## src/rtl/dcache_pkg.sv

```systemverilog
// Shared types and constants for the direct-mapped write-back data cache.
// Optional trap build: DCACHE_MISALIGN_TRAP_EN (see dcache_ctrl).
package dcache_pkg;

  localparam int WORD_W      = 32;
  localparam int OFFSET_BITS = 4;   // 16-byte block
  localparam int BYTE_BITS   = 2;
  localparam int WORD_BITS   = OFFSET_BITS - BYTE_BITS;

  // Access-width encodings, shared with the load-extension stage.
  localparam logic [2:0] FUNC_B  = 3'b000;
  localparam logic [2:0] FUNC_H  = 3'b001;
  localparam logic [2:0] FUNC_W  = 3'b010;
  localparam logic [2:0] FUNC_BU = 3'b100;
  localparam logic [2:0] FUNC_HU = 3'b101;

  typedef enum logic [1:0] {IDLE, WRITEBACK, ALLOCATE, FILL} dc_state_e;

  typedef struct packed {
    logic                 rd;
    logic                 wr;
    logic [2:0]           func;
    logic [BYTE_BITS-1:0] byte_off;
  } cpu_req_t;

  function automatic logic is_misaligned(input logic [2:0] func,
                                         input logic [BYTE_BITS-1:0] byte_off);
    logic is_half;
    logic is_word;
    is_half = (func == FUNC_H) || (func == FUNC_HU);
    is_word = (func == FUNC_W);
    return (is_half && byte_off[0]) || (is_word && (byte_off != '0));
  endfunction

endpackage

```

## src/rtl/dcache_store_merge.sv

```systemverilog
// Byte-lane store merge: lays the right-aligned store data into the old word.
// Halfword/word stores land on the aligned lane, ignoring low offset bits.
module store_merge
  import dcache_pkg::*;
(
  input  logic [WORD_W-1:0]    old_word,
  input  logic [WORD_W-1:0]    writedata,
  input  logic [2:0]           func,
  input  logic [BYTE_BITS-1:0] byte_off,
  output logic [WORD_W-1:0]    new_word
);

  logic unused_func;
  assign unused_func = func[2];

  always_comb begin
    new_word = old_word;
    case (func[1:0])
      2'b00:   new_word[{byte_off, 3'b000} +: 8]        = writedata[7:0];
      2'b01:   new_word[{byte_off[1], 4'b0000} +: 16]   = writedata[15:0];
      default: new_word                                 = writedata;
    endcase
  end

endmodule

```

## src/rtl/dcache_ctrl.sv

```systemverilog
// Direct-mapped write-back/write-allocate data cache controller.
// Define DCACHE_MISALIGN_TRAP_EN to add the 'misaligned' trap output.
module dcache_ctrl
  import dcache_pkg::*;
#(
  parameter int INDEX_BITS     = 3,
  parameter int WORDS_PER_LINE = 4,
  parameter int ADDR_W         = 32
) (
  input  logic                              clk,
  input  logic                              reset,
  input  logic                              read,
  input  logic                              write,
  input  logic [2:0]                        func,
  input  logic [ADDR_W-1:0]                 address,
  input  logic [WORD_W-1:0]                 writedata,
  output logic [WORD_W-1:0]                 readdata,
  output logic                              busywait,
  output logic                              mem_read,
  output logic                              mem_write,
  output logic [ADDR_W-OFFSET_BITS-1:0]     mem_address,
  output logic [WORDS_PER_LINE*WORD_W-1:0]  mem_writedata,
  input  logic [WORDS_PER_LINE*WORD_W-1:0]  mem_readdata,
  input  logic                              mem_busywait
`ifdef DCACHE_MISALIGN_TRAP_EN
  ,
  output logic                              misaligned
`endif
);

  localparam int LINES  = 1 << INDEX_BITS;
  localparam int LINE_W = WORDS_PER_LINE * WORD_W;
  localparam int TAG_W  = ADDR_W - OFFSET_BITS - INDEX_BITS;

  logic [LINES-1:0]  valid_q, dirty_q;
  logic [TAG_W-1:0]  tag_q  [LINES];
  logic [LINE_W-1:0] data_q [LINES];
  logic [LINE_W-1:0] fill_q;

  dc_state_e state_q, state_d;

  cpu_req_t              req;
  logic [TAG_W-1:0]      tag;
  logic [INDEX_BITS-1:0] idx;
  logic [WORD_BITS-1:0]  word_sel;
  logic [LINE_W-1:0]     line, line_new;
  logic [WORD_W-1:0]     cur_word, merged;
  logic                  trap, active, hit, hit_write, miss;

  assign req      = '{rd: read, wr: write, func: func, byte_off: address[BYTE_BITS-1:0]};
  assign tag      = address[ADDR_W-1 -: TAG_W];
  assign idx      = address[OFFSET_BITS +: INDEX_BITS];
  assign word_sel = address[BYTE_BITS +: WORD_BITS];
  assign line     = data_q[idx];
  assign cur_word = line[{word_sel, 5'b00000} +: WORD_W];

`ifdef DCACHE_MISALIGN_TRAP_EN
  assign trap       = (req.rd || req.wr) && is_misaligned(req.func, req.byte_off);
  assign misaligned = trap;
`else
  assign trap = 1'b0;
`endif

  // A trapped access behaves as if no request were present.
  assign active    = (req.rd || req.wr) && !trap;
  assign hit       = valid_q[idx] && (tag_q[idx] == tag);
  assign miss      = (state_q == IDLE) && active && !hit;
  assign hit_write = (state_q == IDLE) && active && hit && req.wr;

  store_merge u_merge (
    .old_word (cur_word),
    .writedata(writedata),
    .func     (req.func),
    .byte_off (req.byte_off),
    .new_word (merged)
  );

  always_comb begin
    line_new = line;
    line_new[{word_sel, 5'b00000} +: WORD_W] = merged;
  end

  // FSM: state register
  always_ff @(posedge clk) begin
    if (reset) state_q <= IDLE;
    else       state_q <= state_d;
  end

  // FSM: next state
  always_comb begin
    state_d = state_q;
    unique case (state_q)
      IDLE:      if (miss) state_d = dirty_q[idx] ? WRITEBACK : ALLOCATE;
      WRITEBACK: if (!mem_busywait) state_d = ALLOCATE;
      ALLOCATE:  if (!mem_busywait) state_d = FILL;
      FILL:      state_d = IDLE;
      default:   state_d = IDLE;
    endcase
  end

  // FSM: outputs
  always_comb begin
    busywait      = 1'b0;
    mem_read      = 1'b0;
    mem_write     = 1'b0;
    mem_address   = address[ADDR_W-1:OFFSET_BITS];
    mem_writedata = line;
    readdata      = '0;
    unique case (state_q)
      IDLE: begin
        busywait = miss;
        if (active && hit && !req.wr)
          readdata = cur_word >> {req.byte_off, 3'b000};
      end
      WRITEBACK: begin
        busywait    = 1'b1;
        mem_write   = 1'b1;
        mem_address = {tag_q[idx], idx};
      end
      ALLOCATE: begin
        busywait = 1'b1;
        mem_read = 1'b1;
      end
      FILL:    busywait = 1'b1;
      default: busywait = 1'b0;
    endcase
  end

  always_ff @(posedge clk) begin
    if (reset) begin
      valid_q <= '0;
      dirty_q <= '0;
    end else if (state_q == FILL) begin
      valid_q[idx] <= 1'b1;
      dirty_q[idx] <= 1'b0;
    end else if (hit_write) begin
      dirty_q[idx] <= 1'b1;
    end
  end

  // Tag/data arrays carry no reset; valid bits gate every use.
  always_ff @(posedge clk) begin
    if (state_q == ALLOCATE && !mem_busywait) fill_q <= mem_readdata;
    if (state_q == FILL) begin
      data_q[idx] <= fill_q;
      tag_q[idx]  <= tag;
    end else if (hit_write) begin
      data_q[idx] <= line_new;
    end
  end

endmodule

```

## config.mk

```make
export PLATFORM = sky130hd
export DESIGN_NAME = dcache_ctrl
export DESIGN_NICKNAME = d
export VERILOG_FILES = /design/src/rtl/dcache_pkg.sv /design/src/rtl/dcache_store_merge.sv /design/src/rtl/dcache_ctrl.sv
export SDC_FILE = /design/constraint.sdc
export NUM_CORES = 2
export LEC_CHECK = 0
export BUFFER_PORTS_ARGS = -buffer_cell sky130_fd_sc_hd__clkbuf_2
export CORE_MARGIN = 2
export CORE_UTILIZATION = 56
export DETAILED_ROUTE_END_ITERATION = 8
export PLACE_DENSITY = 0.75
export SLEW_MARGIN = 10
export SYNTH_ARGS = -nofsm -noshare
export SYNTH_HDL_FRONTEND = slang
export SYNTH_HIERARCHICAL = 1
export SYNTH_SLANG_ARGS = --single-unit
export TNS_END_PERCENT = 1
```

## constraint.sdc

```tcl
create_clock -name clk -period 24.8 [get_ports clk]
set_clock_uncertainty 0.1 [all_clocks]
set_input_delay 0 -clock clk [delete_from_list [all_inputs] [get_ports clk]]
set_output_delay 0 -clock clk [all_outputs]
set_load 0.005 [all_outputs]
```

==> impl_summary.log <==
INFO  metric run_status = finished, final reports clean
INFO  metric tritoncts = yes
INFO  metric postSynthAreaPerCell = between 15 and 20 µm²
INFO  metric post-cts-setup-buffers = 0
INFO  metric floorplan.die.width = 320 µm
INFO  metric gr-usage-met2 = 0.494
INFO  metric grt.met3_usage = 0.0963
INFO  metric commonest_non_fill_non_tap_cell_in_the_layout = sky130_fd_sc_hd__edfxtp_1
INFO  metric nets = 4359
INFO  metric reg2regPathDepth = 11
INFO  metric via_per_inst = 6.65
INFO  metric critPathMostFrequentCell = sky130_fd_sc_hd__buf_4
INFO  metric worst_ep_required_time = ~25000 ps
INFO  metric utilization = 0.674
INFO  metric kind_of_cell_adding_the_most_delay_to_the_critical_path = simple AND/OR/NAND/NOR gates
INFO  metric yosys.area.top_type_share = 0.728
INFO  metric synth_area = around 56000 µm²
INFO  metric clkSlewWorstSetupHoldPaths = 60 ps
INFO  metric design.core.area = 98600 µm²
INFO  metric gp_congestion = 0.916
INFO  metric top_post_synthesis_cells_by_area = sky130_fd_sc_hd__edfxtp_1 (73%), sky130_fd_sc_hd__mux2_2 (3.6%), sky130_fd_sc_hd__a22oi_1 (3.6%)
INFO  metric yosys_register_bits = 1370
INFO  metric drt_first_iter_violations = 5637
INFO  metric critical_path_max_stage_delay = 820 ps
INFO  metric finalMaxSlewViolations = 0
INFO  metric edff_count_synth = 1352
INFO  metric drive_gt1_frac = 0.222
INFO  metric maxCapViolations = 0
INFO  metric ys_seq_area_frac = 0.734
INFO  metric synthesis.instances = 3476
INFO  metric grtUsageTotal = 0.327
INFO  metric dieArea = ~100000 µm²
INFO  metric timing.critical_path.slowest_stage_cell = sky130_fd_sc_hd__buf_4
INFO  metric cts.root.buffer_cell = sky130_fd_sc_hd__clkbuf_16
INFO  metric critical_path.reg2reg.endpoint = data_q[2][13]
INFO  metric yosys.cell_types.count = 72
INFO  metric grt_max_degree = 129
INFO  metric class_of_the_worst_hold_path = in -> reg
INFO  metric worst_pin_slew = 1280 ps
INFO  metric totalNegativeSetupSlack = 0 ps
INFO  metric worstSetupPathType = in -> out
INFO  metric antenna_violations_before_repair = 8
INFO  metric critPathMaxFanout = 62
INFO  metric place_hpwl = 94.1 mm
INFO  metric post-route-min-period = 6190 ps
INFO  metric stdcell_area = 66400 µm²
INFO  metric grt.overflow.total = 0
INFO  metric htree_num_levels = 4
INFO  metric timing.critical_path.depth = 13
INFO  metric drc_errors = 0
INFO  metric max-clock-path-buffers = 3
INFO  metric grt_setup_unrepaired = false
INFO  metric final_cell_count_no_fill = 5540
INFO  metric clock-sinks = 1370
INFO  metric relSlewSlack = 0.143
INFO  metric area.growth.synth_to_final = 19.0%
INFO  metric most-common-layout-cells = sky130_fd_sc_hd__edfxtp_1 (1352), sky130_fd_sc_hd__clkbuf_2 (385), sky130_fd_sc_hd__dlygate4sd3_1 (295)
INFO  metric report.final.hold_viol_count = 0
INFO  metric setup.worst_path.start_class = input pin
INFO  metric vdd.ir_drop.worst = 0.0738 mV
INFO  metric synth_largest_area_cell = sky130_fd_sc_hd__edfxtp_1
INFO  metric first_global_vias = 35.5k
INFO  metric num_vias = 36.8k
INFO  metric antenna_violating_nets_post_route = 0
INFO  metric grt_most_used_layer = met2
INFO  metric cp_num_buf_inv = 5
INFO  metric wire_length_of_the_first_global_routing_pass = roughly 240 mm
INFO  metric crit_end_element = output pin
INFO  metric io_buffers = 389
INFO  metric critPathLaunch = address[4]
INFO  metric timing.final.crit_share = 0.249
INFO  metric postSynth.asyncResetShare = 0
INFO  metric place_inst = around 5k
INFO  metric worst-endpoint-arrival = 6090 ps
INFO  metric floorplan.initialDensity = 0.566
INFO  metric final-setup-viol-count = 0
INFO  metric achievable-frequency = 162 MHz
INFO  metric drtPass1Iterations = 8
INFO  metric p_total = 5.31 mW
INFO  metric static-leakage-power = 22.7 nW
INFO  metric cts-buffers-inserted = 138
INFO  metric die-height = around 320 µm
INFO  metric crit_path_cell_trace = buf_4, buf_4, buf_4, and2_1, a22oi_1, a21oi_1, o2111ai_1, or4_4, or4_1, or3b_2, buf_4, nor4b_1, clkbuf_2
INFO  metric cell_area_power_density = roughly 80 nW/µm²
INFO  metric num_io_pins = 391
INFO  metric syn-num-nets = between 3k and 4k
INFO  metric clkLatencyLatePin = about 760 ps
INFO  metric synth.yosys.warnings = 6
INFO  metric worstSetupEndpoint = readdata[29]
INFO  metric gr_util_met1 = 0.446
INFO  metric worstReg2RegStart = tag_q[6][2]
INFO  metric dpl_cell_area = 59100 µm²
INFO  metric wl_per_cell = 30.5 µm
INFO  metric yosys_most_used_dff = sky130_fd_sc_hd__edfxtp_1
INFO  metric totalWireLength = 169 mm
INFO  metric timing.reg2reg.setup_slack = roughly 20000 ps
INFO  metric std_cell_rows = 115
logic make-up (layout without fill, tap and decap cells):
| logic type | count (synthesis) | after routing | synth area share |
|---|---|---|---|
| and+or+nand+nor | 502 | 502 | 0.0430 |
| buffers and inverters | 388 | 1163 | 0.0287 |
| other | 0 | 2 | 0 |
| DFF | 1370 | 1370 | 0.734 |
| AOI/OAI and AO/OA | 825 | 825 | 0.105 |
| muxes | 360 | 360 | 0.0828 |
| xor gates and xnor gates | 16 | 16 | 0.00251 |
| adders and majority gates | 15 | 15 | 0.00336 |
metrics by stage:
step	setup slack (ps)	hold slack, ps
2_1_floorplan	12620	-19.2
3_3_place_gp	18180	77.0
3_5_place_dp	18130	78.6
4_1_cts	18780	1.15
5_1_grt	18530	37.6
6_report	18610	25.2
flip-flops by register name, indices dropped and copies added (netlist names), named ones only:
name / flops
data_q: 1024
fill_q: 128
state_q: 2
tag_q: 200
valid_q: 8
repair_timing:
| action | CTS | global route |
|---|---|---|
| endpoints found under the setup margin | 0 | 0 |
| hold buffers | 295 | 0 |
| endpoints found under the hold margin | 440 | 0 |
| resized for setup | 0 | 0 |
worst reg2reg max path: cells and delay by family, from the launching register on:
kind / cells / cell delay (ps)
mux: 2 / 720
flops: 1 / 350
simple gates: 5 / 1590
xor+xnor: 1 / 210
buf+inv: 3 / 1750
Yosys cell counts (all sizes together) (5+ instances only):
| master | number |
|---|---|
| a21oi | 85 |
| ha | 15 |
| nand4 | 32 |
| a222oi | 5 |
| nor4 | 10 |
| nor2b | 9 |
| edfxtp | 1352 |
| a211oi | 9 |
| nand3 | 45 |
| clkbuf | 136 |
| dfxtp | 18 |
| buf | 86 |
| and4 | 6 |
| a221oi | 83 |
| a211o | 13 |
| mux2i | 106 |
| inv | 163 |
| o21ai | 194 |
| xnor2 | 6 |
| nand2b | 7 |
| o221ai | 21 |
| a2111oi | 6 |
| and2 | 19 |
| nor3 | 30 |
| mux4 | 62 |
| a221o | 26 |
| o22ai | 27 |
| or3 | 7 |
| and3 | 6 |
| xor2 | 10 |
| nand2 | 188 |
| a22o | 73 |
| nor2 | 117 |
| a22oi | 264 |
| mux2 | 192 |
| nor4b | 6 |
worst min path at each step:
stage | cells past startpoint | end | start | slack, ps
final | 2 | tag_q[5][8] | address[15] | 30
after global routing | 2 | tag_q[5][18] | address[25] | 40
after CTS | 2 | tag_q[1][10] | address[17] | 1
after detailed placement | 1 | fill_q[70] | mem_readdata[70] | 80
after global placement | 1 | fill_q[111] | mem_readdata[111] | 80
after floorplan | 1 | mem_address[0] | address[4] | -20
power by group:
group / internal [mW] / total, mW / switching, mW / leakage [nW]
registers: 2.69 / 2.72 / 0.0305 / 12.3
logic: 0.192 / 0.592 / 0.400 / 8.26
clock network: 1.13 / 2.00 / 0.869 / 2.09
routing by layer:
metal  up-vias  routed length [µm]
met4         2                7480
met5         -                  13
met2      2959               76100
met3       522               24700
li1      15200                   -
met1     18200               60700
cell type report:
cell class | count | area [µm²]
Timing Repair Buffer | 751 | 5510
Sequential cell | 1370 | 41000
Clock buffer | 180 | 3680
Antenna cell | 2 | 5.00
Inverter | 165 | 619
Clock inverter | 67 | 619
Multi-Input combinational cell | 1718 | 13400
Tap cell | 1287 | 1610
Fill cell | 6430 | 32200
Note: power is estimated with default switching activity, not from simulation.
